--- config.mk ---
export PLATFORM = sky130hd
export DESIGN_NAME = tdpr_port_arbiter_flat
export DESIGN_NICKNAME = d
export VERILOG_FILES = /design/src/rtl/tdpr_port_arbiter_if.sv /design/src/rtl/tdpr_port_arbiter.sv /design/src/flat_wrapper.sv
export SDC_FILE = /design/constraint.sdc
export NUM_CORES = 1
export LEC_CHECK = 0
export CAP_MARGIN = 40
export CORE_UTILIZATION = 31
export DETAILED_ROUTE_END_ITERATION = 8
export SYNTH_ARGS = -nofsm -noshare
export SYNTH_HDL_FRONTEND = slang
export SYNTH_SLANG_ARGS = --single-unit
--- constraint.sdc ---
create_clock -name clk -period 6.7 [get_ports clk]
set_input_delay 1.005 -clock clk [delete_from_list [all_inputs] [get_ports clk]]
set_output_delay 1.005 -clock clk [all_outputs]
set_load 0.01 [all_outputs]
--- src/rtl/tdpr_port_arbiter_if.sv ---
// Client-side bus of the dual-port RAM arbiter: request/grant handshake
// and the per-requester read response lanes. Multi-requester fields are
// packed with requester i occupying slice [i*WIDTH +: WIDTH].
interface tdpr_port_arbiter_if #(
    parameter int ADDR_SIZE = 8,
    parameter int DATA_SIZE = 8,
    parameter int NUM_REQ   = 4
);

    logic [NUM_REQ-1:0]           req_valid;
    logic [NUM_REQ-1:0]           req_we;
    logic [NUM_REQ*ADDR_SIZE-1:0] req_addr;
    logic [NUM_REQ*DATA_SIZE-1:0] req_wdata;
    logic [NUM_REQ-1:0]           req_ready;
    logic [NUM_REQ-1:0]           rsp_valid;
    logic [NUM_REQ*DATA_SIZE-1:0] rsp_rdata;

    // Client logic drives requests and consumes grants and responses.
    modport master (
        output req_valid,
        output req_we,
        output req_addr,
        output req_wdata,
        input  req_ready,
        input  rsp_valid,
        input  rsp_rdata
    );

    // The arbiter consumes requests and produces grants and responses.
    modport slave (
        input  req_valid,
        input  req_we,
        input  req_addr,
        input  req_wdata,
        output req_ready,
        output rsp_valid,
        output rsp_rdata
    );

endinterface

--- src/rtl/tdpr_port_arbiter.sv ---
// Shares one true dual-port RAM (1-cycle registered read) between NUM_REQ
// requesters. Up to two requests are granted per cycle in round-robin order:
// the first winner drives port A, the second drives port B. A port-B grant is
// withheld when it would touch the same address as port A with either side
// writing. Read data is steered back to the requester that issued the read.
module tdpr_port_arbiter #(
    parameter int ADDR_SIZE = 8,
    parameter int DATA_SIZE = 8,
    parameter int NUM_REQ   = 4
) (
    input  logic                 clk,
    input  logic                 rst,
    tdpr_port_arbiter_if.slave   bus,
    output logic                 en_a,
    output logic                 we_a,
    output logic [ADDR_SIZE-1:0] addr_a,
    output logic [DATA_SIZE-1:0] din_a,
    input  logic [DATA_SIZE-1:0] dout_a,
    output logic                 en_b,
    output logic                 we_b,
    output logic [ADDR_SIZE-1:0] addr_b,
    output logic [DATA_SIZE-1:0] din_b,
    input  logic [DATA_SIZE-1:0] dout_b,
    output logic [15:0]          conflict_cnt
);

    localparam int IDX_W = (NUM_REQ > 1) ? $clog2(NUM_REQ) : 1;

    typedef logic [IDX_W-1:0] idx_t;

    // Requester count widened by one bit so pointer arithmetic can be
    // compared against it without overflow.
    localparam logic [IDX_W:0] NUM_REQ_W = (IDX_W + 1)'(NUM_REQ);

    // Modular add over requester indices. NUM_REQ need not be a power of
    // two, so wrap with an explicit compare rather than dropping carry bits.
    function automatic idx_t wrap_add(input idx_t base, input idx_t offs);
        logic [IDX_W:0] sum;
        sum = {1'b0, base} + {1'b0, offs};
        if (sum >= NUM_REQ_W) begin
            sum = sum - NUM_REQ_W;
        end
        return sum[IDX_W-1:0];
    endfunction

    // Round-robin start point and its next value.
    idx_t ptr_q;
    idx_t ptr_d;

    // Unpacked views of the per-requester request fields.
    logic [ADDR_SIZE-1:0] req_addr_arr  [NUM_REQ];
    logic [DATA_SIZE-1:0] req_wdata_arr [NUM_REQ];

    // Scan results: first and second valid requester from ptr onwards.
    idx_t cand;
    logic a_found;
    logic b_found;
    idx_t a_idx;
    idx_t b_idx;

    // Selected operands for each port.
    logic [ADDR_SIZE-1:0] a_addr;
    logic [ADDR_SIZE-1:0] b_addr;
    logic [DATA_SIZE-1:0] a_wdata;
    logic [DATA_SIZE-1:0] b_wdata;
    logic                 a_we;
    logic                 b_we;

    logic collision;
    logic b_grant;

    // In-flight read tags: which requester each port's read belongs to.
    logic rd_a_valid;
    idx_t rd_a_idx;
    logic rd_b_valid;
    idx_t rd_b_idx;

    // Response lanes and the per-requester held read data.
    logic [NUM_REQ-1:0]   rsp_valid_int;
    logic [DATA_SIZE-1:0] rsp_data_arr [NUM_REQ];
    logic [DATA_SIZE-1:0] held_q       [NUM_REQ];

    // Unpack the flat request buses into per-requester arrays.
    always_comb begin
        for (int i = 0; i < NUM_REQ; i++) begin
            req_addr_arr[i]  = bus.req_addr[i*ADDR_SIZE +: ADDR_SIZE];
            req_wdata_arr[i] = bus.req_wdata[i*DATA_SIZE +: DATA_SIZE];
        end
    end

    // Walk requesters in round-robin order from ptr and pick the first two
    // valid ones. Nothing is picked while reset is held.
    always_comb begin
        cand    = '0;
        a_found = 1'b0;
        b_found = 1'b0;
        a_idx   = '0;
        b_idx   = '0;
        if (!rst) begin
            for (int k = 0; k < NUM_REQ; k++) begin
                cand = wrap_add(ptr_q, idx_t'(k));
                if (bus.req_valid[cand]) begin
                    if (!a_found) begin
                        a_found = 1'b1;
                        a_idx   = cand;
                    end else if (!b_found) begin
                        b_found = 1'b1;
                        b_idx   = cand;
                    end
                end
            end
        end
    end

    // Fetch the winners' operands and decide whether port B may proceed.
    // Two reads of one address are harmless; any write in the pair is not.
    always_comb begin
        a_addr    = req_addr_arr[a_idx];
        b_addr    = req_addr_arr[b_idx];
        a_wdata   = req_wdata_arr[a_idx];
        b_wdata   = req_wdata_arr[b_idx];
        a_we      = bus.req_we[a_idx];
        b_we      = bus.req_we[b_idx];
        collision = a_found && b_found && (a_addr == b_addr) && (a_we || b_we);
        b_grant   = b_found && !collision;
    end

    // Drive the RAM pins; an idle port is held fully quiet.
    always_comb begin
        en_a   = 1'b0;
        we_a   = 1'b0;
        addr_a = '0;
        din_a  = '0;
        en_b   = 1'b0;
        we_b   = 1'b0;
        addr_b = '0;
        din_b  = '0;
        if (a_found) begin
            en_a   = 1'b1;
            we_a   = a_we;
            addr_a = a_addr;
            din_a  = a_wdata;
        end
        if (b_grant) begin
            en_b   = 1'b1;
            we_b   = b_we;
            addr_b = b_addr;
            din_b  = b_wdata;
        end
    end

    // Grant vector back to the requesters.
    always_comb begin
        bus.req_ready = '0;
        for (int i = 0; i < NUM_REQ; i++) begin
            if ((a_found && a_idx == idx_t'(i)) || (b_grant && b_idx == idx_t'(i))) begin
                bus.req_ready[i] = 1'b1;
            end
        end
    end

    // Next round-robin start: just past the last requester served this cycle.
    always_comb begin
        ptr_d = ptr_q;
        if (b_grant) begin
            ptr_d = wrap_add(b_idx, idx_t'(1));
        end else if (a_found) begin
            ptr_d = wrap_add(a_idx, idx_t'(1));
        end
    end

    // Pointer and in-flight read tags, captured at the granting edge.
    always_ff @(posedge clk) begin
        if (rst) begin
            ptr_q      <= '0;
            rd_a_valid <= 1'b0;
            rd_a_idx   <= '0;
            rd_b_valid <= 1'b0;
            rd_b_idx   <= '0;
        end else begin
            ptr_q      <= ptr_d;
            rd_a_valid <= a_found && !a_we;
            rd_a_idx   <= a_idx;
            rd_b_valid <= b_grant && !b_we;
            rd_b_idx   <= b_idx;
        end
    end

    // Steer RAM read data to the tagged requester. A reset arriving while a
    // read is in flight kills its response; otherwise the lane shows its
    // last delivered data.
    always_comb begin
        rsp_valid_int = '0;
        for (int i = 0; i < NUM_REQ; i++) begin
            rsp_data_arr[i] = held_q[i];
            if (!rst && rd_a_valid && rd_a_idx == idx_t'(i)) begin
                rsp_valid_int[i] = 1'b1;
                rsp_data_arr[i]  = dout_a;
            end else if (!rst && rd_b_valid && rd_b_idx == idx_t'(i)) begin
                rsp_valid_int[i] = 1'b1;
                rsp_data_arr[i]  = dout_b;
            end
        end
    end

    // Pack the response lanes onto the client bus.
    always_comb begin
        bus.rsp_valid = rsp_valid_int;
        bus.rsp_rdata = '0;
        for (int i = 0; i < NUM_REQ; i++) begin
            bus.rsp_rdata[i*DATA_SIZE +: DATA_SIZE] = rsp_data_arr[i];
        end
    end

    // Remember each requester's most recent read data so it holds between responses.
    always_ff @(posedge clk) begin
        if (rst) begin
            for (int i = 0; i < NUM_REQ; i++) begin
                held_q[i] <= '0;
            end
        end else begin
            for (int i = 0; i < NUM_REQ; i++) begin
                if (rsp_valid_int[i]) begin
                    held_q[i] <= rsp_data_arr[i];
                end
            end
        end
    end

    // Count cycles in which a port-B grant was withheld, saturating at all ones.
    always_ff @(posedge clk) begin
        if (rst) begin
            conflict_cnt <= '0;
        end else if (collision && conflict_cnt != 16'hFFFF) begin
            conflict_cnt <= conflict_cnt + 16'd1;
        end
    end

endmodule

--- src/flat_wrapper.sv ---
// flat-port wrapper written by rule: the top's interface ports become plain ports
module tdpr_port_arbiter_flat 
#(
    parameter int ADDR_SIZE = 8,
    parameter int DATA_SIZE = 8,
    parameter int NUM_REQ   = 4
)
  (clk, rst, en_a, we_a, addr_a, din_a, dout_a, en_b, we_b, addr_b, din_b, dout_b, conflict_cnt, bus_req_valid, bus_req_we, bus_req_addr, bus_req_wdata, bus_req_ready, bus_rsp_valid, bus_rsp_rdata);
  tdpr_port_arbiter_if #(.ADDR_SIZE(ADDR_SIZE), .DATA_SIZE(DATA_SIZE), .NUM_REQ(NUM_REQ)) bus_i ();
  input  logic clk;
  input  logic rst;
  output logic en_a;
  output logic we_a;
  output logic [ADDR_SIZE-1:0] addr_a;
  output logic [DATA_SIZE-1:0] din_a;
  input  logic [DATA_SIZE-1:0] dout_a;
  output logic en_b;
  output logic we_b;
  output logic [ADDR_SIZE-1:0] addr_b;
  output logic [DATA_SIZE-1:0] din_b;
  input  logic [DATA_SIZE-1:0] dout_b;
  output logic [15:0] conflict_cnt;
  input wire logic [$bits(bus_i.req_valid)-1:0] bus_req_valid;
  input wire logic [$bits(bus_i.req_we)-1:0] bus_req_we;
  input wire logic [$bits(bus_i.req_addr)-1:0] bus_req_addr;
  input wire logic [$bits(bus_i.req_wdata)-1:0] bus_req_wdata;
  output wire logic [$bits(bus_i.req_ready)-1:0] bus_req_ready;
  output wire logic [$bits(bus_i.rsp_valid)-1:0] bus_rsp_valid;
  output wire logic [$bits(bus_i.rsp_rdata)-1:0] bus_rsp_rdata;
  assign bus_i.req_valid = bus_req_valid;
  assign bus_i.req_we = bus_req_we;
  assign bus_i.req_addr = bus_req_addr;
  assign bus_i.req_wdata = bus_req_wdata;
  assign bus_req_ready = bus_i.req_ready;
  assign bus_rsp_valid = bus_i.rsp_valid;
  assign bus_rsp_rdata = bus_i.rsp_rdata;
  tdpr_port_arbiter #(.ADDR_SIZE(ADDR_SIZE), .DATA_SIZE(DATA_SIZE), .NUM_REQ(NUM_REQ)) u_core (.clk(clk), .rst(rst), .bus(bus_i), .en_a(en_a), .we_a(we_a), .addr_a(addr_a), .din_a(din_a), .dout_a(dout_a), .en_b(en_b), .we_b(we_b), .addr_b(addr_b), .din_b(din_b), .dout_b(dout_b), .conflict_cnt(conflict_cnt));
endmodule
==> flow_metrics.tcl, run 1 <==
set metrics [dict create \
    critPathTopFamily "compound AO/OA/AOI/OAI gates" \
    startpoint_type "input port" \
    pin_count 182 \
    cp_max_fo 6 \
    gp_congestion 0.893 \
    grt.total_usage_pct 19.3 \
    synth_area_um2 4910 \
    synthToLayoutAreaGrowth_pct 45.5 \
    die_width_um 128 \
    firstDrtPassIters 5 \
    critPathSlowestCell "mux4_1" \
    slowest_delay_ps 610 \
    synth_edf_count 32 \
    nets 779 \
    synth_cell_type_count 67 \
    avgSynthCellArea_um2 9.63 \
    cts_tree "yes" \
    worst_ir_drop_vdd_mv 0.0998 \
    slew_violations 0 \
    tightest_slew_ps 906 \
    yosys.area.top_type_share_pct 19.6 \
    antenna_found_initial 0 \
    initial_utilization_pct 32.1 \
    ys.flop_type "edfxtp_1" \
    syn_nets 603 \
    vias 4803 \
    drtAntennaViolNets 0 \
    layout-drive-gt1-share_pct 10.0 \
    crit_path_end_kind "primary output" \
    synthTopCellsByCount "54 x mux2i_1, 51 x and2_1, 41 x nand2_1" \
    grt-ovfl-total 0 \
    maxSlewHeadroom_pct 39.4 \
    finalCriticalPeriod_ps 6350 \
    num_rows 45 \
    clk_latency_ps 290 \
    synth_cells 510 \
    grt_pass1_vias 4717 \
    synthArstFlopShare_pct 0 \
    fin_crit_sh_pct 94.8 \
    grt_start_max_net_pins 35 \
    htreeDepth 2 \
    fill_cells 1475 \
    ys.warnings.count 0 \
    max_freq_mhz 157 \
    grt_pass1_wl_um 25000 \
    crit_chain "clkdlybuf4s50_1, inv_1, o211a_1, a21oi_1, ha_1, nand2b_1, a2111oi_2, a21oi_1, a221oi_4, buf_4, mux4_1, xor2_1, nor4_4, nand4b_4, and2_1, a32o_1, clkdlybuf4s50_1" \
    clock_sinks 56 \
    n_antenna_cell 0 \
    drv_cap 0 \
    cts_inserted_buffers 5 \
    dp_hpwl_um 12000 \
    finClkSkew_ps 11.0 \
    setup_violations 0 \
    clk_pin_slew_ps 70 \
    path_class "in -> out" \
    root_buffer "clkbuf_16" \
    critPathRequiredTime_ps 5690 \
    crit_buf_inv 4 \
    routed_wl_um 16000 \
    status "finished, final reports clean" \
    core_area_um2 15300 \
    synth.area.top_cells "edfxtp_1 20%, mux2i_1 11%, mux4_2 11%" \
    yosysTopAreaCell "edfxtp_1" \
    die_area_um2 16300 \
    clk_path_buf_depth 2 \
    ys_seq_area_share_pct 29.4 \
    synth.most_common_cell "mux2i_1" \
    hold_viol 0 \
    setup_tns_ps 0 \
    routed_via_density 5.35 \
    drt-initial-drc-count 314 \
    rsz0062_at_grt "false" \
    power.density_nw_per_um2 169 \
    routedWlPerCell_um 17.8 \
    fin_worst_hold_slack_ps 504 \
    p_leak_uw 0.00259 \
    cp.arrival_ps 5340 \
    die_y_um 128 \
    ctsHoldBuffers 0 \
    io_buffers 181 \
    ys_ff_latch 56 \
    drc 0 \
    min_path_type "reg -> reg" \
]
-- layer usage --
metal  global-route usage, %  share of wire, %  wire length (um)
met5                       0                 0                 0
met4                    5.95               2.0               315
met3                    3.26               4.9               788
met2                    32.0                47              7580
met1                    25.6                46              7280
-- where the power goes --
group | leakage, uW | internal (uW) | switching [uW]
sequential | 0.000527 | 385 | 9.62
clock | 0.0000789 | 174 | 118
combinational | 0.00198 | 279 | 241
-- cell usage in the layout (no fill, tap or decap), types with 3 or more instances in the layout --
cell type	netlist	layout
nand4_1	4	4
o21ai_0	28	28
dfxtp_1	24	24
and3_1	21	21
nand3_1	13	13
or4_1	11	11
a31oi_1	3	3
mux2i_1	54	54
clkdlybuf4s50_1	0	181
nor3b_1	5	5
inv_1	10	10
o211ai_1	3	3
nor2b_1	12	12
xor2_1	5	5
nor2_1	24	24
a21oi_1	28	28
clkbuf_16	0	5
buf_4	5	26
nand2b_1	4	4
nand2_1	41	41
mux4_2	23	23
clkinv_1	1	3
o21a_1	4	4
a32o_1	4	4
xnor2_1	5	5
ha_1	3	3
mux4_1	4	4
o31ai_1	11	11
edfxtp_1	32	32
a211o_1	3	3
and2_1	51	51
-- cells by family after synthesis --
logic type | synth area share [%]
compound gates | 14.9
simple gates | 23.4
fa+ha+maj | 0.968
xor+xnor | 1.78
mux | 24.2
buf+inv | 5.40
flops | 29.4
-- worst min-delay path, delay by kind of cell, from the launching register on --
kind,cells,cell delay (ps)
flip-flops,1,330
AO/OA/AOI/OAI,2,130
-- cell type report --
class | count | area [um^2] | share of cell area (%)
flip-flops and latches | 56 | 1440 | 20.2
multi-input cells | 403 | 3220 | 45.0
clock inverters | 3 | 37.5 | 0.525
inverters | 12 | 45.0 | 0.630
clock buffers | 5 | 125 | 1.75
well taps | 211 | 264 | 3.69
repair buffers | 208 | 2020 | 28.2
-- sequential cells by signal, indices dropped and copies added, names as in the netlist --
name / count
u_core.rd_b_valid: 1
u_core.rd_b_idx: 2
u_core.rd_a_valid: 1
u_core.conflict_cnt: 16
u_core.ptr_q: 2
u_core.held_q: 32
u_core.rd_a_idx: 2
-- path summary, 6_finish.rpt --
kind                          start                      end  slack, ps  depth (start not counted)
max                bus_req_valid[0]         bus_req_ready[1]        350                         17
min          u_core.conflict_cnt[6]   u_core.conflict_cnt[6]        500                          2
max reg2reg         u_core.ptr_q[1]  u_core.conflict_cnt[11]       2160                         16
min reg2reg  u_core.conflict_cnt[6]   u_core.conflict_cnt[6]        500                          2
-- metrics by stage --
step	instance area [um^2]	cells	setup WS [ps]	util (%)	power, uW
global placement	6940	884	153	45.3	912
floorplan	4910	510	1210	-	694
global route	7150	898	103	46.7	1280
CTS	7110	894	56.7	46.4	1220
detailed placement	6950	886	72.9	45.4	918
finish	7150	898	351	46.7	1210
-- what timing repair did --
| item | in CTS | in global routing |
|---|---|---|
| gates resized for setup | 0 | 1 |
| endpoints found under the setup margin | 0 | 11 |
| buffers inserted | 0 | 4 |
Power figures use the tool's default switching activity.
==> run 2, diff against run 1 <==
--- a/config.mk
+++ b/config.mk
@@ -7,6 +7,7 @@
 export LEC_CHECK = 0
 export CAP_MARGIN = 40
 export CORE_UTILIZATION = 31
+export CTS_CLUSTER_SIZE = 20
 export DETAILED_ROUTE_END_ITERATION = 8
 export SYNTH_ARGS = -nofsm -noshare
 export SYNTH_HDL_FRONTEND = slang
==> constraint.sdc (replaced) <==
create_clock -name clk -period 5.6 [get_ports clk]
set_input_delay 0.84 -clock clk [delete_from_list [all_inputs] [get_ports clk]]
set_output_delay 0.84 -clock clk [all_outputs]
set_load 0.01 [all_outputs]
==> run 2 against run 1 <==
Non-clock buffer count up 29. Final cell count is 3.2% higher. Sequential share of layout area down 0.57 points. Count of clock-buffer cells in the layout grew 1. First-iteration DRC count fell by 1.9%.
==> flow_metrics.tcl, run 2 (same netlist as run 1, synthesis figures left out) <==
set metrics [dict create \
    routed_wl_um 16300 \
    grt_pass1_wl_um 25000 \
    largest_register_ffs 32 \
    num_rows 45 \
    min_path_type "reg -> reg" \
    fill_cells 1504 \
    seqCellArea_um2 1440 \
    startpoint_type "input port" \
    multi_input_area_um2 3260 \
    ctsHoldBuffers 0 \
    grt-ovfl-total 0 \
    routedWlPerCell_um 17.6 \
    crit_chain "clkdlybuf4s50_1, mux2i_2, a21oi_2, buf_4, ha_1, a31o_2, o32a_2, o221ai_4, mux4_2, xor2_2, nor4_4, nand4b_4, buf_2, and3_1, dlygate4sd2_1" \
    slew_violations 0 \
    clk_path_buf_depth 2 \
    crit_buf_inv 4 \
    htreeDepth 2 \
    pre_cts_ws_ps -431 \
    fin_crit_sh_pct 98.1 \
    setup_violations 0 \
    status "finished, final reports clean" \
    cp_max_fo 6 \
    mostFrequentLayoutCells "158 x clkdlybuf4s50_1, 53 x mux2i_1, 51 x buf_4" \
    maxSlewHeadroom_pct 44.1 \
    initial_utilization_pct 32.1 \
    dp_hpwl_um 12300 \
    die_y_um 128 \
    worst_ir_drop_vdd_mv 0.107 \
    layout_setup_ws_ps 104 \
    reg_top3 "u_core.held_q (32), u_core.conflict_cnt (16)" \
    clk_latency_ps 300 \
    clk_pin_slew_ps 70 \
    rsz0062_at_grt "true" \
    n_antenna_cell 0 \
    dp.cells 913 \
    tightest_slew_ps 838 \
    pin_count 182 \
    max_freq_mhz 182 \
    stdcell_count 927 \
    finalCriticalPeriod_ps 5500 \
    critPathRequiredTime_ps 4760 \
    cp.arrival_ps 4660 \
    core_area_um2 15300 \
    crit_path_end_kind "primary output" \
    drc 0 \
    root_buffer "clkbuf_16" \
    vias 4894 \
    dpl_cell_area_um2 7150 \
    critPathSlowestCell "clkdlybuf4s50_1" \
    drt-initial-drc-count 308 \
    routed_via_density 5.28 \
    gp_congestion 0.863 \
    drtAntennaViolNets 0 \
    grt.total_usage_pct 19.6 \
    p_leak_uw 0.00279 \
    layout-drive-gt1-share_pct 15.9 \
    clock_sinks 56 \
    antenna_found_initial 0 \
    grt_start_max_net_pins 35 \
    firstDrtPassIters 4 \
    fin_worst_hold_slack_ps 489 \
    die_width_um 128 \
    power.density_nw_per_um2 196 \
    cts_tree "yes" \
    regMostFlops "u_core.held_q" \
    synthToLayoutAreaGrowth_pct 49.8 \
    io_buffers 181 \
    slowest_delay_ps 430 \
    mostFrequentLayoutCell "clkdlybuf4s50_1" \
    cts_inserted_buffers 5 \
    finClkSkew_ps 8.97 \
    path_class "in -> out" \
    nets 808 \
    critPathTopFamily "compound AO/OA/AOI/OAI gates" \
    grt_pass1_vias 4743 \
    drv_cap 0 \
    finish.instance_area_um2 7360 \
    hold_viol 0 \
    die_area_um2 16300 \
]
## run 2: cell types whose count changed in the layout (fill, tap and decap cells not counted), sizes merged, moves of 3 or more
cell,previous run,this run
dlygate4sd2,0,14
clkbuf,5,11
clkdlybuf4s50,181,158
clkdlybuf4s15,0,3
buf,27,56
## run 2: path summary, 6_finish.rpt
check / slack (ps) / to / start / cells past startpoint
max: 100 / addr_b[0] / bus_req_valid[1] / 15
max reg2reg: 1130 / u_core.conflict_cnt[3] / u_core.ptr_q[1] / 15
min: 490 / u_core.conflict_cnt[11] / u_core.conflict_cnt[11] / 2
min reg2reg: 490 / u_core.conflict_cnt[11] / u_core.conflict_cnt[11] / 2
## run 2: tightest hold or removal path: stages (launching register included)
cell     delay (ps)
dfxtp_1         330
o31ai_1          60
a21oi_1          60
## run 2: what timing repair did
action                     CTS  global route
buffers inserted             2             3
pin swaps                    3             8
gates resized for setup     29            24
setup endpoints to repair   22            22
cloned                       0             1
## run 2: per-layer routing
metal	track usage (%)	wire (um)	part of all wire, %	up-vias
met2	32.4	7660	47	162
met3	3.84	878	5.4	17
met4	5.19	229	1.4	0
met1	26.2	7500	46	2366
met5	0	0	0	-
li1	-	-	-	2349
## run 2: metrics by stage
stage | total power [uW] | TNS (ps) | util [%]
floorplan | 830 | 0 | -
global placement | 1130 | -5810 | 46.6
detailed placement | 1130 | -7190 | 46.7
CTS | 1450 | 0 | 47.6
finish | 1440 | 0 | 48.0
global route | 1530 | -707 | 48.0
## run 2: layout make-up
type | count | share of cell area (%)
inverters | 12 | 0.612
multi-input cells | 403 | 44.3
clock buffers | 6 | 1.75
flip-flops and latches | 56 | 19.6
repair buffers | 237 | 30.0
clock inverters | 2 | 0.153
well taps | 211 | 3.59
## run 2: where the power goes
group	total (uW)	internal [uW]	switching [uW]
logic	663	360	303
clock network	310	165	145
registers	472	460	11.4
total	1440	986	459
==> run 3, diff against run 2 <==
--- a/config.mk
+++ b/config.mk
@@ -7,7 +7,8 @@
 export LEC_CHECK = 0
 export CAP_MARGIN = 40
 export CORE_UTILIZATION = 31
-export CTS_CLUSTER_SIZE = 20
+export CTS_BUF_LIST = sky130_fd_sc_hd__clkbuf_16
+export CTS_CLUSTER_SIZE = 24
 export DETAILED_ROUTE_END_ITERATION = 8
 export SYNTH_ARGS = -nofsm -noshare
 export SYNTH_HDL_FRONTEND = slang
==> constraint.sdc (replaced) <==
create_clock -name clk -period 6.1 [get_ports clk]
set_input_delay 0.915 -clock clk [delete_from_list [all_inputs] [get_ports clk]]
set_output_delay 0.915 -clock clk [all_outputs]
set_load 0.01 [all_outputs]
==> run 3 against run 2 <==
Sequential power is 8.3% lower. Combinational power decreased by 10%. Power decreased by 6.4%. Die area unchanged. Highest routed layer unchanged. Critical endpoint is now bus_req_ready[1]. Critical path depth is 3 higher. Non-clock buffer count down 19. Cell area shrank 1.4%. First-iteration DRC count grew 7.1%. Clock skew up 3.5 ps. Largest cell class unchanged. Register-to-register slack better by 510 ps.
==> flow_metrics.tcl, run 3 (same netlist as run 1, synthesis figures left out) <==
set metrics [dict create \
    status "finished, final reports clean" \
    num_rows 45 \
    grt-ovfl-total 0 \
    finish.instance_area_um2 7250 \
    layout-drive-gt1-share_pct 12.3 \
    p_sw_uw 415 \
    htreeDepth 2 \
    gp_congestion 0.928 \
    fill_cells 1461 \
    met3WireLength_um 986 \
    grt_pass1_wl_um 24800 \
    swShare_pct 30.7 \
    ctsHoldBuffers 0 \
    crit_path_end_kind "primary output" \
    clock_sinks 56 \
    wl_met2_um 7580 \
    pin_count 182 \
    initial_utilization_pct 32.1 \
    root_buffer "clkbuf_16" \
    finClkSkew_ps 12.4 \
    clk_path_buf_depth 2 \
    dpl_cell_area_um2 7010 \
    drt-initial-drc-count 330 \
    multi_input_area_um2 3240 \
    mostFrequentLayoutCells "180 x clkdlybuf4s50_1, 53 x mux2i_1, 50 x and2_1" \
    die_width_um 128 \
    setup_violations 0 \
    combPwrFrac_pct 43.9 \
    tightest_slew_ps 852 \
    slew_violations 0 \
    power.density_nw_per_um2 187 \
    io_buffers 181 \
    largest_register_ffs 32 \
    cp_max_fo 7 \
    p_leak_uw 0.00265 \
    mostFrequentLayoutCell "clkdlybuf4s50_1" \
    hold_viol 0 \
    clk_latency_ps 300 \
    maxSlewHeadroom_pct 43.2 \
    nets 789 \
    seqCellArea_um2 1440 \
    vias 4812 \
    firstDrtPassIters 4 \
    cp.arrival_ps 5040 \
    clk_pin_slew_ps 70 \
    max_freq_mhz 168 \
    seqPwrFrac_pct 32.0 \
    antenna_found_initial 0 \
    critPathRequiredTime_ps 5180 \
    grt_pass1_vias 4658 \
    routed_via_density 5.30 \
    fin_crit_sh_pct 97.5 \
    fin_worst_hold_slack_ps 497 \
    drtAntennaViolNets 0 \
    reg_top3 "u_core.held_q (32), u_core.conflict_cnt (16)" \
    routedWlPerCell_um 17.7 \
    wl_met1_um 7290 \
    n_antenna_cell 0 \
    die_area_um2 16300 \
    drv_cap 0 \
    cts_tree "yes" \
    min_path_type "reg -> reg" \
    startpoint_type "input port" \
    p_clk_share_pct 24.1 \
    worst_ir_drop_vdd_mv 0.128 \
    cts_inserted_buffers 5 \
    regMostFlops "u_core.held_q" \
    p_total_uw 1350 \
    finalCriticalPeriod_ps 5950 \
    die_y_um 128 \
    path_class "in -> out" \
    synthToLayoutAreaGrowth_pct 47.7 \
    utilization_pct 47.4 \
    core_area_um2 15300 \
    grt_start_max_net_pins 35 \
    grt.total_usage_pct 19.2 \
    routed_wl_um 16000 \
    dp_hpwl_um 12100 \
    internal_power_uw 938 \
    drc 0 \
    routed.top_layer "met4" \
]
==> run 3: power groups by stage <==
| stage | clock network [uW] | registers (uW) | logic, uW |
|---|---|---|---|
| 3_3_place_gp | 0 | 441 | 570 |
| 4_1_cts | 336 | 433 | 584 |
| 2_1_floorplan | 0 | 439 | 323 |
| 3_5_place_dp | 0 | 442 | 578 |
| 5_1_grt | 350 | 436 | 639 |
| 6_report | 326 | 433 | 594 |
==> run 3: metrics by stage <==
| step | setup TNS (ps) | instances | setup WS (ps) |
|---|---|---|---|
| final | 0 | 908 | 150 |
| after global routing | -83.2 | 908 | -31.8 |
| after CTS | 0 | 904 | 3.69 |
| after detailed placement | -327 | 894 | -103 |
| after global placement | 0 | 892 | 14.8 |
| after floorplan | 0 | 510 | 794 |
==> run 3: area by class of cell <==
cell class	count	area share [%]
Multi-Input combinational cell	403	44.7
Clock inverter	3	0.587
Clock buffer	5	1.73
Inverter	12	0.621
Sequential cell	56	19.9
Tap cell	211	3.64
Timing Repair Buffer	218	28.9
==> run 3: routing by layer <==
metal | vias to the layer above | global-route usage, %
met2 | 184 | 31.8
met3 | 16 | 3.09
met1 | 2314 | 26.2
met4 | 0 | 4.08
li1 | 2298 | -
met5 | - | 0
==> run 3: critical path: stages <==
cell and delay, ps:
clkdlybuf4s50_1 470, inv_1 60, o211a_1 220, a21oi_2 150
ha_1 190, nand2b_1 100, a2111oi_4 300, a21oi_2 80
a221oi_4 300, buf_6 160, buf_4 180, mux4_2 530
xor2_1 160, nor2_1 180, nand4b_4 120, and2_4 190
a32o_1 260, clkdlybuf4s50_1 470
==> run 3: worst paths after layout <==
check | from | to | slack [ps] | cells past startpoint
max | bus_req_valid[0] | bus_req_ready[1] | 150 | 18
min | u_core.conflict_cnt[11] | u_core.conflict_cnt[11] | 500 | 2
max reg2reg | u_core.ptr_q[1] | u_core.conflict_cnt[7] | 1640 | 16
min reg2reg | u_core.conflict_cnt[11] | u_core.conflict_cnt[11] | 500 | 2
==> run 3: timing repair <==
item	in CTS	in global routing
resized for setup	0	9
setup endpoints to repair	7	22
setup buffers	2	3
pin swaps	2	2
